$ cat config.mk
export PLATFORM = sky130hd
export DESIGN_NAME = udp_tx_arb_flat
export DESIGN_NICKNAME = d
export VERILOG_FILES = /design/src/rtl/udp_tx_arb_if.sv /design/src/rtl/udp_tx_arb.sv /design/src/flat_wrapper.sv
export SDC_FILE = /design/constraint.sdc
export NUM_CORES = 1
export LEC_CHECK = 0
export ABC_AREA = 0
export CORE_MARGIN = 2
export CORE_UTILIZATION = 25
export CTS_BUF_LIST = sky130_fd_sc_hd__clkbuf_8
export CTS_CLUSTER_SIZE = 10
export DETAILED_ROUTE_END_ITERATION = 6
export PLACE_DENSITY_LB_ADDON = 0.1
export RECOVER_POWER = 50
export SLEW_MARGIN = 25
export SYNTH_ARGS = -nofsm -noshare
export SYNTH_HDL_FRONTEND = slang
export SYNTH_SLANG_ARGS = --single-unit
$ cat constraint.sdc
create_clock -name gmii_txc -period 2 [get_ports gmii_txc]
set_input_delay 0.4 -clock gmii_txc [delete_from_list [all_inputs] [get_ports gmii_txc]]
set_output_delay 0.4 -clock gmii_txc [all_outputs]
set_load 0.1 [all_outputs]
$ cat src/rtl/udp_tx_arb_if.sv
// Engine-side bundle between the two-channel arbiter and the UDP transmit engine.
interface udp_tx_arb_if;
    logic        udp_tx_en;
    logic [15:0] udp_tx_data;
    logic [47:0] des_mac;
    logic [31:0] des_ip;
    logic        udp_data_en;
    logic        udp_tx_done;

    modport master (
        output udp_tx_en, udp_tx_data, des_mac, des_ip,
        input  udp_data_en, udp_tx_done
    );

    modport slave (
        input  udp_tx_en, udp_tx_data, des_mac, des_ip,
        output udp_data_en, udp_tx_done
    );
endinterface

$ cat src/rtl/udp_tx_arb.sv
// Round-robin arbiter giving two packet sources turns at one UDP transmit engine,
// with a busy timeout and an enforced inter-frame gap.
module udp_tx_arb #(
    parameter int IFG_CYCLES     = 12,
    parameter int TIMEOUT_CYCLES = 65535
) (
    input  logic          gmii_txc,
    input  logic          rstn,
    input  logic          req0,
    input  logic          req1,
    input  logic [47:0]   mac0,
    input  logic [47:0]   mac1,
    input  logic [31:0]   ip0,
    input  logic [31:0]   ip1,
    input  logic [15:0]   data0,
    input  logic [15:0]   data1,
    output logic          grant0,
    output logic          grant1,
    output logic          data_req0,
    output logic          data_req1,
    output logic          done0,
    output logic          done1,
    output logic          err_timeout,
    udp_tx_arb_if.master  eng
);

    localparam int CW = (TIMEOUT_CYCLES > 1) ? $clog2(TIMEOUT_CYCLES) : 1;
    localparam int GW = (IFG_CYCLES > 1) ? $clog2(IFG_CYCLES) : 1;
    localparam logic [CW-1:0] BUSY_LAST = CW'(TIMEOUT_CYCLES - 1);
    localparam logic [GW-1:0] GAP_LAST  = GW'((IFG_CYCLES > 0) ? IFG_CYCLES - 1 : 0);

    typedef enum logic [1:0] {IDLE, START, BUSY, GAP} state_t;

    state_t        state_q, state_d;
    logic          ch_q, ch_d;
    logic          ptr_q, ptr_d;
    logic          txEn_q, txEn_d;
    logic [47:0]   mac_q, mac_d;
    logic [31:0]   ip_q, ip_d;
    logic [CW-1:0] busyCnt_q, busyCnt_d;
    logic [GW-1:0] gapCnt_q, gapCnt_d;
    logic          owning;
    logic          endPkt;

    // ptr_q holds the last channel served; resetting it to 1 lets channel 0 win the first tie.
    always_ff @(posedge gmii_txc or negedge rstn) begin
        if (!rstn) begin
            state_q   <= IDLE;
            ch_q      <= 1'b0;
            ptr_q     <= 1'b1;
            txEn_q    <= 1'b0;
            mac_q     <= '0;
            ip_q      <= '0;
            busyCnt_q <= '0;
            gapCnt_q  <= '0;
        end else begin
            state_q   <= state_d;
            ch_q      <= ch_d;
            ptr_q     <= ptr_d;
            txEn_q    <= txEn_d;
            mac_q     <= mac_d;
            ip_q      <= ip_d;
            busyCnt_q <= busyCnt_d;
            gapCnt_q  <= gapCnt_d;
        end
    end

    always_comb begin
        state_d     = state_q;
        ch_d        = ch_q;
        ptr_d       = ptr_q;
        txEn_d      = 1'b0;
        mac_d       = mac_q;
        ip_d        = ip_q;
        busyCnt_d   = busyCnt_q;
        gapCnt_d    = gapCnt_q;
        done0       = 1'b0;
        done1       = 1'b0;
        err_timeout = 1'b0;
        endPkt      = 1'b0;

        case (state_q)
            IDLE: begin
                if (req0 || req1) begin
                    ch_d    = (req0 && req1) ? ~ptr_q : req1;
                    mac_d   = ch_d ? mac1 : mac0;
                    ip_d    = ch_d ? ip1 : ip0;
                    state_d = START;
                end
            end
            START: begin
                txEn_d    = 1'b1;
                busyCnt_d = '0;
                state_d   = BUSY;
            end
            BUSY: begin
                // Completion wins over a timeout landing on the same cycle.
                if (eng.udp_tx_done) begin
                    done0  = ~ch_q;
                    done1  = ch_q;
                    endPkt = 1'b1;
                end else if (busyCnt_q == BUSY_LAST) begin
                    err_timeout = 1'b1;
                    endPkt      = 1'b1;
                end else begin
                    busyCnt_d = busyCnt_q + 1'b1;
                end
            end
            GAP: begin
                if (gapCnt_q == GAP_LAST) begin
                    gapCnt_d = '0;
                    state_d  = IDLE;
                end else begin
                    gapCnt_d = gapCnt_q + 1'b1;
                end
            end
            default: state_d = IDLE;
        endcase

        if (endPkt) begin
            ptr_d     = ch_q;
            busyCnt_d = '0;
            gapCnt_d  = '0;
            state_d   = (IFG_CYCLES == 0) ? IDLE : GAP;
        end
    end

    assign owning          = (state_q == START) || (state_q == BUSY);
    assign grant0          = owning && !ch_q;
    assign grant1          = owning && ch_q;
    assign data_req0       = grant0 && eng.udp_data_en;
    assign data_req1       = grant1 && eng.udp_data_en;
    assign eng.udp_tx_data = owning ? (ch_q ? data1 : data0) : 16'h0000;
    assign eng.udp_tx_en   = txEn_q;
    assign eng.des_mac     = mac_q;
    assign eng.des_ip      = ip_q;

endmodule

$ cat src/flat_wrapper.sv
// flat-port wrapper written by rule: the top's interface ports become plain ports
module udp_tx_arb_flat 
#(
    parameter int IFG_CYCLES     = 12,
    parameter int TIMEOUT_CYCLES = 65535
)
  (gmii_txc, rstn, req0, req1, mac0, mac1, ip0, ip1, data0, data1, grant0, grant1, data_req0, data_req1, done0, done1, err_timeout, eng_udp_tx_en, eng_udp_tx_data, eng_des_mac, eng_des_ip, eng_udp_data_en, eng_udp_tx_done);
  udp_tx_arb_if eng_i ();
  input  logic gmii_txc;
  input  logic rstn;
  input  logic req0;
  input  logic req1;
  input  logic [47:0] mac0;
  input  logic [47:0] mac1;
  input  logic [31:0] ip0;
  input  logic [31:0] ip1;
  input  logic [15:0] data0;
  input  logic [15:0] data1;
  output logic grant0;
  output logic grant1;
  output logic data_req0;
  output logic data_req1;
  output logic done0;
  output logic done1;
  output logic err_timeout;
  output wire logic [$bits(eng_i.udp_tx_en)-1:0] eng_udp_tx_en;
  output wire logic [$bits(eng_i.udp_tx_data)-1:0] eng_udp_tx_data;
  output wire logic [$bits(eng_i.des_mac)-1:0] eng_des_mac;
  output wire logic [$bits(eng_i.des_ip)-1:0] eng_des_ip;
  input wire logic [$bits(eng_i.udp_data_en)-1:0] eng_udp_data_en;
  input wire logic [$bits(eng_i.udp_tx_done)-1:0] eng_udp_tx_done;
  assign eng_udp_tx_en = eng_i.udp_tx_en;
  assign eng_udp_tx_data = eng_i.udp_tx_data;
  assign eng_des_mac = eng_i.des_mac;
  assign eng_des_ip = eng_i.des_ip;
  assign eng_i.udp_data_en = eng_udp_data_en;
  assign eng_i.udp_tx_done = eng_udp_tx_done;
  udp_tx_arb #(.IFG_CYCLES(IFG_CYCLES), .TIMEOUT_CYCLES(TIMEOUT_CYCLES)) u_core (.gmii_txc(gmii_txc), .rstn(rstn), .req0(req0), .req1(req1), .mac0(mac0), .mac1(mac1), .ip0(ip0), .ip1(ip1), .data0(data0), .data1(data1), .grant0(grant0), .grant1(grant1), .data_req0(data_req0), .data_req1(data_req1), .done0(done0), .done1(done1), .err_timeout(err_timeout), .eng(eng_i));
endmodule
Yosys cells after proc, flatten, opt, wreduce, memory -nomap -nowiden:

Cells that the tools add are included.
W data, S select, Z words.

* add/subtract/negate cells: 2
* eq/ne operators: 9
* muxes and demuxes: 26
* bitwise operators: 2
* reduce and logical (&&, ||, !) cells: 15

Operator list (count)
* $mux W16: 5
* $mux W48: 1
* $mux W32: 1
* $pmux W16 S2: 1
* $add A16 B1 Y16 const B: 1
* $eq A16 B16 Y1 const B: 1
* $mux W4: 3
* $mux W1: 11
* $mux W2: 3
* $ne A3 B1 Y1 const B: 2
* $ne A3 B2 Y1 const B: 2
* $pmux W2 S3: 1
* $reduce_and A3 Y1: 2
* $logic_and A1 B1 Y1: 5
* $add A4 B1 Y4 const B: 1
* $eq A2 B2 Y1 const B: 2
* $eq A4 B4 Y1 const B: 1
* $reduce_bool A4 Y1: 1
* $reduce_bool A3 Y1: 1
* $eq A2 B1 Y1 const B: 1
* $logic_not A2 Y1: 1
* $logic_or A1 B1 Y1: 2
* $not A1 Y1: 2
* $reduce_and A2 Y1: 1
* 2 further kinds: 2

* register bits: 105
* input bits: 198
* output and inout port bits: 104
* word-level logic and storage cells: 62

Logic depth before layout (Yosys ltp):

* word-level depth: 6
* depth in mapped cells: 8
* depth with buffers taken out: 7

Least setup slack after synthesis:

No wires, ideal clock.

* kind: register to output
* start: register u_core.state_q[0]
* end: output eng_udp_tx_data[15]
* arrival time: 2.433 ns
* required time: 1.600 ns
* path slack: -0.833 ns
* stages on the path, launching flop included: 5
* buffers on the path: 1
* cell sequence: dfrtp_1 > inv_1 > ha_1 > clkbuf_1 > nor2b_1

* word-level cells in the longest chain between the ends: 3
* elaborated cells on any way between the ends: 4
* those cells by class: 2 x eq/ne; 1 x mux; 1 x reduce/logical

RTL lines
* start, declared: line udp_tx_arb.sv:34 `state_t state_q, state_d;`
* start signal, assigned: line udp_tx_arb.sv:57 `state_q <= state_d;`
* $eq A2 B1 Y1 or $eq A2 B2 Y1 (tied branches): line udp_tx_arb.sv:128 `assign owning = (state_q == START) || (state_q == BUSY);`
* $logic_or A1 B1 Y1 *: line udp_tx_arb.sv:128
* $mux W16 *: line udp_tx_arb.sv:133 `assign eng.udp_tx_data = owning ? (ch_q ? data1 : data0) : 16'h0000;`
* end, declared: line flat_wrapper.sv:27 `output wire logic [$bits(eng_i.udp_tx_data)-1:0] eng_udp_tx_data;`

Every way passes the cells marked *; elsewhere a longest branch is shown, timed or not.

Final worst setup path:

* start: register u_core.state_q[0]
* end: output err_timeout

* word-level cells in the longest chain between the ends: 2

RTL lines
* $eq A2 B2 Y1: line udp_tx_arb.sv:82 `case (state_q)`
* $mux W1: line udp_tx_arb.sv:82
* end, declared: line flat_wrapper.sv:25 `output logic err_timeout;`

Every way passes these cells.

==> results by group <==
Synthesis
  • Post-synth top area cell: dfrtp_1
  • Syn Std Cell Area: 5430 sq um
  • Synth top area cells: dfrtp_1, mux2i_1, o21ai_0
  • Gate Count Post-Synth: roughly 540
  • YS warnings: 0
  • Seq cells post-synth: around 110
  • Syn Area/Cell: just over 10 sq um
  • Unique masters post-synth: between 40 and 50
  • Number of synthesized flops with an enable pin: 0
  • Main synth FF type: dfrtp_1
  • Register area share after synthesis: ~48%
  • Syn nets: 740
  • Fraction of registers with async set or reset after synthesis: between 90% and 100%
  • Synth top area share: 48.0%

Worst setup path
  • Worst-path maximum fanout: 3
  • Worst endpoint required time: around 1600 ps
  • CP max-delay cell: dfrtp_1
  • Critical path class: flop to output port
  • Top Family by Delay on Critical Path: simple AND/OR/NAND/NOR gates
  • Setup crit start kind: flop
  • Crit. End Element: output port
  • Crit path cell chain: inv_2 -> ha_4 -> nand3_2 -> nor3_4 -> nand2_2 -> nor2_4 -> buf_12
  • Worst EP arrival: approximately 1700 ps
  • CP bufs+invs: 2
  • Max incr delay on CP: a little over 400 ps

Timing
  • RSZ-0062 raised after global routing: true
  • Final setup fails: 26
  • Minimum clock period: ~2100 ps
  • Slew @ Worst Pin: around 850 ps
  • Max-slew violations: 0
  • Layout Skew: 17.2 ps
  • Final hold violation count: 0
  • Slew headroom: a little over two fifths
  • Setup WS post-layout: -108 ps
  • Period utilization: 105%
  • Setup TNS Final: -1330 ps
  • Maximum clock rate: 474 MHz

Die
  • Initial Utilization: between 20% and 30%
  • Core Region: 21200 sq um
  • Die Span Y: between 150 and 200 microns
  • Die W: around 150 microns
  • Site Rows: 53
  • Die area: 22900 sq um
  • IO Pins: 302

CTS
  • Clk sinks: ~110
  • H-tree depth: 3
  • Clk slew on worst S/H paths: around 100 ps
  • CTS tree: built
  • Max Buffers Root-to-Sink: 2
  • CTS root buf: clkbuf_8
  • Total CTS buffers: 9
  • Clock Latency Late Sink: ~380 ps

Finish
  • Antenna Diode Count: 0
  • Layout cells sized above 1: a little over a quarter
  • Final core area utilization: around 45%
  • Syn-to-layout area delta: 76.5%
  • Fin nets: approximately 1100

Run
  • Maxcap violations: 0

Route
  • 1st-iter DRT viols: 157
  • WL final: 17400 microns
  • WL/cell: approximately 15 microns
  • DRC: 0
  • DR vias/cell: 4.41
  • Routed Antenna Nets: 0
  • Drt pass-1 iters: 6
  • Total vias in the final route: about 5000

Global route
  • Global route overflow: 0
  • Largest net degree at the start of global routing: 48
  • All-layer global routing usage: 15.0%
  • Vias in the first global route: approximately 5300
  • Initial antenna violation count: 0
  • First-pass GRT wire length: 27000 microns

Status
  • Status: finished with violations
  • Failing checks: negative setup slack

Place
  • Port Buffers: around 300
  • DP HPWL: about 14000 microns
  • GP Congestion: about 0.78

Hold path
  • Class of the most critical hold timing path: flop to flop
-- stage by stage --
stage / instance area [sq um] / worst slack, ps / cells / hold WS, ps
after global routing: 9580 / -219 / 1140 / 518
after CTS: 9620 / -214 / 1140 / 487
after detailed placement: 9130 / 17.4 / 1109 / 381
final: 9580 / -108 / 1140 / 492
after floorplan: 5520 / -266 / 535 / 104
after global placement: 9130 / 51.9 / 1109 / 383
-- cell type report --
type                            count  area, sq um
Tap cell                          275          344
Clock inverter                      7         51.3
Timing Repair Buffer              348         3570
Fill cell                        2013        11600
Inverter                            8         30.0
Sequential cell                   105         2630
Multi-Input combinational cell    388         2820
Clock buffer                        9          124
-- routing by layer --
| layer | part of all wire [%] | GRT usage, % | vias up |
|---|---|---|---|
| li1 | - | - | 2485 |
| met4 | 2.1 | 5.56 | 0 |
| met5 | 0 | 0 | - |
| met1 | 37 | 16.2 | 2343 |
| met3 | 9.4 | 5.18 | 19 |
| met2 | 52 | 27.1 | 175 |
-- what timing repair did --
item | 4_1_cts | 5_1_grt
resized for setup | 35 | 7
pin swaps | 3 | 4
endpoints found under the setup margin | 23 | 31
buffers inserted | 12 | 4
hold buffers | 1 | 0
hold endpoints to repair | 28 | 0
cloned | 3 | 0
-- cells in the mapped netlist (2+ instances only) --
library cell and count:
mux2_2 3, nor2_2 9, buf_2 11, o21ai_0 86, a21boi_0 2, dfrtp_1 104
nor2_1 17, buf_4 8, nand3_1 10, clkbuf_1 14, xor2_1 4, ha_1 7
nor3_1 2, mux2i_1 98, nor2b_1 18, nor4_4 2, nand2_1 96, and3_1 2
nand3b_1 2, xnor2_1 5, inv_1 8
-- sequential cells by signal (all words and copies together) (netlist names) --
| signal | flops |
|---|---|
| u_core.eng.des_mac | 48 |
| u_core.eng.des_ip | 32 |
| u_core.busyCnt_q | 16 |
| u_core.gapCnt_q | 4 |
| u_core.state_q | 2 |
| u_core.ch_q | 1 |
| u_core.eng.udp_tx_en | 1 |
| u_core.ptr_q | 1 |
-- worst reg2reg max path, cell delays in order (launching register included) --
cell and delay (ps):
dfrtp_1 420, inv_2 70, ha_4 320, buf_4 120, buf_4 140, nand4_2 190
nor4_4 340, nand3_1 130, xor2_1 180, nor2_2 40
-- layout by cell type, fill, tap and decap left out, types with 7 or more instances in the layout --
cell type / synthesis / routed
clkdlybuf4s50_1: 0 / 196
mux2i_1: 98 / 98
dfrtp_1: 104 / 102
nor2b_4: 0 / 17
nand3_1: 10 / 8
buf_4: 8 / 109
nand2_1: 96 / 93
buf_12: 1 / 36
nor2_1: 17 / 11
clkbuf_8: 0 / 9
o21ai_0: 86 / 86
inv_1: 8 / 7
nor2_2: 9 / 12
-- final timing paths --
check | from | end | slack [ps] | cells past startpoint
min in group asynchronous | rstn | u_core.eng.des_mac[23]$_DFFE_PN0P_ | 630 | 2
setup reg to reg | u_core.state_q[1]$_DFFE_PN0P_ | u_core.busyCnt_q[13]$_DFFE_PN0P_ | -40 | 9
setup / recovery | u_core.state_q[0]$_DFFE_PN0P_ | err_timeout | -110 | 7
hold / removal | u_core.eng.des_ip[19]$_DFFE_PN0P_ | u_core.eng.des_ip[19]$_DFFE_PN0P_ | 490 | 2
hold reg to reg | u_core.eng.des_ip[19]$_DFFE_PN0P_ | u_core.eng.des_ip[19]$_DFFE_PN0P_ | 490 | 2
max in group asynchronous | rstn | u_core.eng.des_ip[27]$_DFFE_PN0P_ | 580 | 3
-- kinds of logic after synthesis --
group,count (synthesis),share of synthesized area (%)
AND/OR/NAND/NOR,169,15.4
flip-flops,105,48.5
adder cells (fa/ha/maj),7,1.61
XOR/XNOR,9,1.45
AO/OA/AOI/OAI,102,10.4
buffers and inverters,42,4.01
multiplexers,101,18.7
Power is left out: the tool's default activity adds up to more than one toggle a clock period on the data nets, which glitch-free logic cannot reach.
